## config.mk

```make
export PLATFORM = sky130hd
export DESIGN_NAME = pipeline_hazard_controller
export DESIGN_NICKNAME = d
export VERILOG_FILES = /design/src/rtl/pipeline_hazard_controller.sv
export SDC_FILE = /design/constraint.sdc
export NUM_CORES = 1
export LEC_CHECK = 0
export ABC_AREA = 1
export CAP_MARGIN = 20
export CORE_ASPECT_RATIO = 1.1
export CORE_MARGIN = 3
export CORE_UTILIZATION = 45
export CTS_CLUSTER_SIZE = 40
export DETAILED_ROUTE_END_ITERATION = 10
export MAX_ROUTING_LAYER = met4
export PLACE_DENSITY = 0.72
export SLEW_MARGIN = 20
export SYNTH_ARGS = -nofsm -noshare
export SYNTH_HDL_FRONTEND = slang
export SYNTH_SLANG_ARGS = --single-unit
export TNS_END_PERCENT = 1
```

## constraint.sdc

```tcl
create_clock -name clk -period 2 [get_ports clk]
set_input_delay 0.4 -clock clk [delete_from_list [all_inputs] [get_ports clk]]
set_output_delay 0.4 -clock clk [all_outputs]
set_load 0.01 [all_outputs]
```

## src/rtl/pipeline_hazard_controller.sv

```systemverilog
// Stall/flush sequencer for the 5-stage core: freeze on data-memory busy, squash on MEM redirect, bubble on load-use.
// Control outputs are combinational (0 cycles); state, counters and timeout update on the following clk edge.
module pipeline_hazard_controller #(
    parameter int CNT_WIDTH      = 16,
    parameter int FREEZE_TIMEOUT = 255
) (
    input  logic                 clk,
    input  logic                 reset,
    input  logic [4:0]           id_rs_i,
    input  logic [4:0]           id_rt_i,
    input  logic                 id_uses_rt_i,
    input  logic                 ex_mem_read_i,
    input  logic [4:0]           ex_write_reg_i,
    input  logic                 mem_redirect_i,
    input  logic                 mem_busy_i,
    output logic                 pc_enable_o,
    output logic                 if_id_enable_o,
    output logic                 id_ex_enable_o,
    output logic                 ex_mem_enable_o,
    output logic                 mem_wb_enable_o,
    output logic                 if_id_flush_o,
    output logic                 id_ex_flush_o,
    output logic                 ex_mem_flush_o,
    output logic [1:0]           state_o,
    output logic [CNT_WIDTH-1:0] stall_count_o,
    output logic [CNT_WIDTH-1:0] flush_count_o,
    output logic                 timeout_o
);

    typedef enum logic [1:0] {
        RUN    = 2'd0,
        STALL  = 2'd1,
        FREEZE = 2'd2,
        FLUSH  = 2'd3
    } state_t;

    localparam logic [CNT_WIDTH-1:0] CNT_MAX    = {CNT_WIDTH{1'b1}};
    localparam logic [CNT_WIDTH-1:0] TIMEOUT_AT = CNT_WIDTH'(FREEZE_TIMEOUT);

    state_t                 state;
    state_t                 state_nxt;
    logic [CNT_WIDTH-1:0]   freeze_count;
    logic [CNT_WIDTH-1:0]   freeze_count_inc;
    logic                   load_use;
    logic                   stall_inc;
    logic                   flush_inc;

    assign load_use = ex_mem_read_i && (ex_write_reg_i != 5'd0) &&
                      ((ex_write_reg_i == id_rs_i) ||
                       (id_uses_rt_i && (ex_write_reg_i == id_rt_i)));

    assign freeze_count_inc = (freeze_count == CNT_MAX) ? CNT_MAX : freeze_count + 1'b1;

    always_comb begin
        state_nxt       = RUN;
        pc_enable_o     = 1'b1;
        if_id_enable_o  = 1'b1;
        id_ex_enable_o  = 1'b1;
        ex_mem_enable_o = 1'b1;
        mem_wb_enable_o = 1'b1;
        if_id_flush_o   = 1'b0;
        id_ex_flush_o   = 1'b0;
        ex_mem_flush_o  = 1'b0;
        stall_inc       = 1'b0;
        flush_inc       = 1'b0;

        if (mem_busy_i) begin
            pc_enable_o     = 1'b0;
            if_id_enable_o  = 1'b0;
            id_ex_enable_o  = 1'b0;
            ex_mem_enable_o = 1'b0;
            mem_wb_enable_o = 1'b0;
            state_nxt       = FREEZE;
        end else if (mem_redirect_i && (state != FLUSH)) begin
            // In FLUSH the MEM slot holds a bubble, so a lingering redirect is stale.
            if_id_flush_o  = 1'b1;
            id_ex_flush_o  = 1'b1;
            ex_mem_flush_o = 1'b1;
            flush_inc      = 1'b1;
            state_nxt      = FLUSH;
        end else if (load_use) begin
            pc_enable_o    = 1'b0;
            if_id_enable_o = 1'b0;
            id_ex_flush_o  = 1'b1;
            stall_inc      = 1'b1;
            state_nxt      = STALL;
        end

        if (!reset) begin
            pc_enable_o     = 1'b1;
            if_id_enable_o  = 1'b1;
            id_ex_enable_o  = 1'b1;
            ex_mem_enable_o = 1'b1;
            mem_wb_enable_o = 1'b1;
            if_id_flush_o   = 1'b0;
            id_ex_flush_o   = 1'b0;
            ex_mem_flush_o  = 1'b0;
            stall_inc       = 1'b0;
            flush_inc       = 1'b0;
            state_nxt       = RUN;
        end
    end

    always_ff @(posedge clk) begin
        if (!reset) begin
            state         <= RUN;
            stall_count_o <= '0;
            flush_count_o <= '0;
            freeze_count  <= '0;
            timeout_o     <= 1'b0;
        end else begin
            state <= state_nxt;
            if (stall_inc && (stall_count_o != CNT_MAX))
                stall_count_o <= stall_count_o + 1'b1;
            if (flush_inc && (flush_count_o != CNT_MAX))
                flush_count_o <= flush_count_o + 1'b1;
            if (mem_busy_i) begin
                freeze_count <= freeze_count_inc;
                if (freeze_count_inc >= TIMEOUT_AT)
                    timeout_o <= 1'b1;
            end else begin
                freeze_count <= '0;
            end
        end
    end

    assign state_o = state;

endmodule
```

; Word level (Yosys, flattened, before mapping)
; Index checks and enable logic that the tools add are counted.
[totals]
ff_bits = 51
input_bits = 21
out_inout_bits = 43
wordCells = 48
[op_classes]
n_addsub = 3
n_lt_le_gt_ge = 1
n_eq_ne = 6
n_mux = 20
bitwise = 1
reduce_logical = 11
[ops]
columns = op, n
row1 = "adder 16 x 1 -> 16 bit, second input constant", 3
row2 = "!= test 16 bit, second input constant", 2
row3 = 2-to-1 mux 1 bit, 17
row4 = "== test 16 bit, second input constant", 1
row5 = ">= comparator 16 x 8 -> 1 bit, second input constant", 1
row6 = 2-to-1 mux 16 bit, 1
row7 = == test 5 bit, 2
row8 = logical AND 1 bit, 6
row9 = nonzero test 5 bit, 1
row10 = 2-to-1 mux 2 bit, 2
row11 = AND reduction 2 bit, 2
row12 = "!= test 2 bit, second input constant", 1
row13 = OR reduction 2 bit, 1
row14 = logical OR 1 bit, 1
row15 = NOT 1 bit, 1

; Logic depth before layout (Yosys ltp)
[logic_depth]
depth_word = 9
mapped_depth = 12
ltp_nobuf = 12

; Worst setup path after synthesis
; OpenSTA, ideal clock, no wires.
[synth_timing]
kind = reg2reg
startpoint = register stall_count_o[0]
endpoint = register stall_count_o[10]
setup_time_ns = 0.115
arrival_ns = 1.690
setup_slack_ns = 0.195
stages_incl_launch_ff = 12
path_cell_list = dfxtp_1 > ha_1 > nand2_1 > nor3_2 > inv_1 > nor2_2 > nand3_1 > nor2_2 > nor2_2 > buf_6 > a21oi_1 > nor2_1
[synth_via]
elab_chain_len = 2
word_cells_on_any_way = 3
classes_between = add/sub (1) / eq/ne (1) / reduce/logical (1)
[synth_lines]
columns = element, line_no
row1 = start: declaration, 25  ; output logic [CNT_WIDTH-1:0] stall_count_o,
row2 = start signal: assignment, 114  ; stall_count_o <= stall_count_o + 1'b1;
row3 = branches (longest 2 deep; another with adder 16 x 1 -> 16 bit), -
; Several ways; the timed one is not identified.
; A chain may end at the register's enable or synchronous reset.

; Worst setup path in the final report
[layout_timing]
startpoint = input port mem_busy_i
endpoint = output port mem_wb_enable_o
[layout_via]
elab_chain_len = 2
[layout_lines]
columns = element, line_no
row1 = start: declaration, 15  ; input logic mem_busy_i,
row2 = 2-to-1 mux 1 bit, 67  ; if (mem_busy_i) begin
row3 = 2-to-1 mux 1 bit, 89  ; if (!reset) begin
row4 = end: declaration, 20  ; output logic mem_wb_enable_o,
; No other way between the ends.

==> results.md <==
* Outcome: finished clean
* Critical path fanouts, max at 5
* Worst hold slack at between 0.4 and 0.5 ns
* Vias in the first global route at 3111
* Seq/Total Area, Yosys at between 30% and 40%
* Vias at 3175
* P_leak at approximately 1.8 nW
* Ys Warns at 0
* Remaining DRCs at 0
* Syn_nets at 491
* Chip Height at 90.9 um
* Synth Area in Adders at 1.27%
* Worst-Skew Late Latency at 0.30 ns
* H-tree Lvls at 2
* Final wirelength at 7690 um
* P per Cell Area at 484 nW/um^2
* Critical path class: primary input to output port
* Complex-gate fraction of the synthesized area at a little over a tenth
* Critical path's slowest cell: clkdlybuf4s50_1
* Grt total ovfl at 0
* Die width at 83.2 um
* Area Growth Syn to Fin at 36.0%
* Antenna viol nets, final at 0
* FMAX at 0.506 GHz
* Post-DP Area at roughly 3900 sq um
* Synth cell types at 33
* Routed len/inst at 12.0 um
* Hold path endpoint: timeout_o
* HP Start: timeout_o
* VDD IR-drop max at 0.408 mV
* Final period utilization at a little over nine tenths
* Max incr delay on CP at 0.60 ns
* Final nets at 583
* Max_cap viols at 0
* Cells after DPL at 631
* Initial antenna violation count at 0
* Initial Util at 47.0%
* CP startpoint kind: primary input
* Worst-Margin Slew at 0.393 ns
* Final setup viols at 0
* CTS tree: built
* R2R depth at 11
* XOR/XNOR Fraction of Synth Area at ~3%
* Layout cell share with drive strength beyond 1 at 14.6%
* DPL Wire Length at 5860 um
* WHS Path Cells at 2
* Simple-gate area share of the yosys netlist at about two fifths
* Num Clock Sinks at 51
* Final Skew at 0.00751 ns
* Row Count at 30
* Non-Filler Instances at 640
* Relative slew slack at between 70% and 80%
* Clk root buf: clkbuf_8
* Core ar. at 6270 sq um
* Launching point of the worst reg2reg path: freeze_count[0]
* WP data required at approximately 1.6 ns
* Number of DRC markers in iteration 0 at 142
* Routed vias/inst at 4.96
* Final slew viol count at 0
* Hold Crit Class: flop to flop
* CTS max path bufs at 2
* Final Cell Area at 4010 sq um
* Placer Congestion at about 0.9
* Power Total at 1.94 mW
* Clock buffer count from CTS at 5
* Multiplexer area fraction after synthesis at 0%
* Pin count of the biggest net entering global routing at 28
* First-pass GRT wire length at 12900 um
* Worst path buffer plus inverter count at 3
* TritonRoute pass-1 iters at 7
* IO buf count at 63
* CP cell instances: clkdlybuf4s50_1 -> nand2_1 -> buf_4 -> dlygate4sd2_1
* Crit path time final at 1.97 ns
* Die area at around 7600 sq um
* Hold Violations, Final at 0
* Mapped cell area at 2950 sq um
* Mapped Avg Cell Area at 6.31 sq um
* CTS clk-pin slew, worst paths at 0.10 ns
* Seq cells post-synth at 51
* Largest family of logic cells by synthesized area: simple AND/OR/NAND/NOR gates
* FF-to-FF End: timeout_o
* WP data arrival at around 1.6 ns
* Ant. Diodes at 0
* RSZ-0062 raised after global routing: true
* Boundary pin count at 64
* Crit-path leading delay family: buffers and inverters
* Crit end category: output port
* Post-Synthesis Cells at 467
* Setup slack, reg-to-reg at between 0.1 and 0.15 ns
* Overall routing resource usage at about 21%
==> worst max-delay path by stage <==
stage                      start                end  slack, ns  depth (start not counted)
2_1_floorplan   stall_count_o[0]  stall_count_o[10]       0.19                         11
3_3_place_gp   ex_write_reg_i[3]      id_ex_flush_o      -0.51                         10
3_5_place_dp   ex_write_reg_i[3]      id_ex_flush_o      -0.62                         10
4_1_cts               id_rt_i[0]      id_ex_flush_o      -0.04                         10
5_1_grt          freeze_count[0]          timeout_o      -0.03                         12
6_report              mem_busy_i    mem_wb_enable_o       0.03                          4
==> routing by layer <==
layer | global-route usage [%] | vias up | routed length, um
li1 | - | 1661 | -
met1 | 22.6 | 1425 | 3170
met2 | 37.8 | 79 | 4020
met3 | 3.65 | 10 | 367
met4 | 6.95 | 0 | 129
met5 | - | - | 0
==> cell usage in the layout (no fill, tap or decap), types with 2 or more instances in the layout <==
cell type and count:
dfxtp_2 3, nand3_2 4, ha_1 2, nor2_2 8, nand2_2 6, a31oi_1 2, nor2_1 69, a21oi_1 29
nand3_1 37, nor2_4 3, buf_4 30, o21ai_0 18, nand4_1 8, nor3_1 9, nand2_1 122, inv_1 58
nor3_4 3, o21a_1 2, xnor2_1 4, dlygate4sd2_1 16, inv_2 6, clkdlybuf4s50_1 41, xor2_1 6, dfxtp_1 48
clkbuf_8 5, buf_2 3
==> cells by family (layout without fill, tap and decap cells) <==
group                    Yosys count  count (layout)
AND/OR/NAND/NOR                  273             273
buffers and inverters             74             167
AO/OA/AOI/OAI                     56              56
flip-flops                        51              51
XOR/XNOR                          10              10
adder cells (fa/ha/maj)            3               3
==> cell usage after synthesis (all sizes together) <==
cell | n | area (sq um)
nand3b | 1 | 7.51
nand3 | 41 | 210
nand2 | 129 | 494
o211a | 1 | 10.0
xnor2 | 4 | 35.0
buf | 6 | 46.3
nand4 | 8 | 50.1
nor3b | 1 | 12.5
nor3 | 13 | 91.3
a211oi | 1 | 7.51
nor2 | 80 | 323
inv | 65 | 246
dfxtp | 51 | 1020
ha | 3 | 37.5
a21oi | 29 | 145
clkbuf | 3 | 11.3
a31oi | 2 | 12.5
o21a | 2 | 15.0
o21ai | 20 | 111
o31ai | 1 | 7.51
xor2 | 6 | 52.6
==> where the power goes <==
part           switching [mW]  internal (mW)
registers             0.00532           1.02
clock network           0.352          0.373
logic                  0.0968         0.0889
==> worst register-to-register path, delay by kind of cell (launching register included) <==
kind	cells	cell delay (ns)
simple gates	10	1.24
fa+ha+maj	1	0.20
flops	1	0.39
==> what timing repair did <==
item,4_1_cts,5_1_grt
endpoints found under the hold margin,0,0
pin swaps,6,8
buffers inserted,1,0
hold buffers,0,0
setup endpoints to repair,8,23
gates resized for setup,32,27
==> per-stage QoR <==
stage / setup TNS (ns) / utilization [%] / worst slack (ns)
finish: 0 / 63.9 / 0.0253
global route: -0.186 / 63.9 / -0.0344
detailed placement: -7.73 / 61.6 / -0.620
global placement: -5.68 / 61.6 / -0.512
floorplan: 0 / - / 0.195
CTS: -0.0819 / 63.0 / -0.0360
==> state kept, by name, indices dropped and copies added (netlist names) <==
name           flops
flush_count_o     16
freeze_count      16
stall_count_o     16
state_o            2
timeout_o          1
==> cell type report <==
type,instances,area [sq um]
Fill cell,577,2260
Multi-Input combinational cell,342,1690
Sequential cell,51,1020
Timing Repair Buffer,94,838
Inverter,65,246
Tap cell,80,100
Clock buffer,5,68.8
Clock inverter,3,43.8
(Power assumes the default switching activity.)
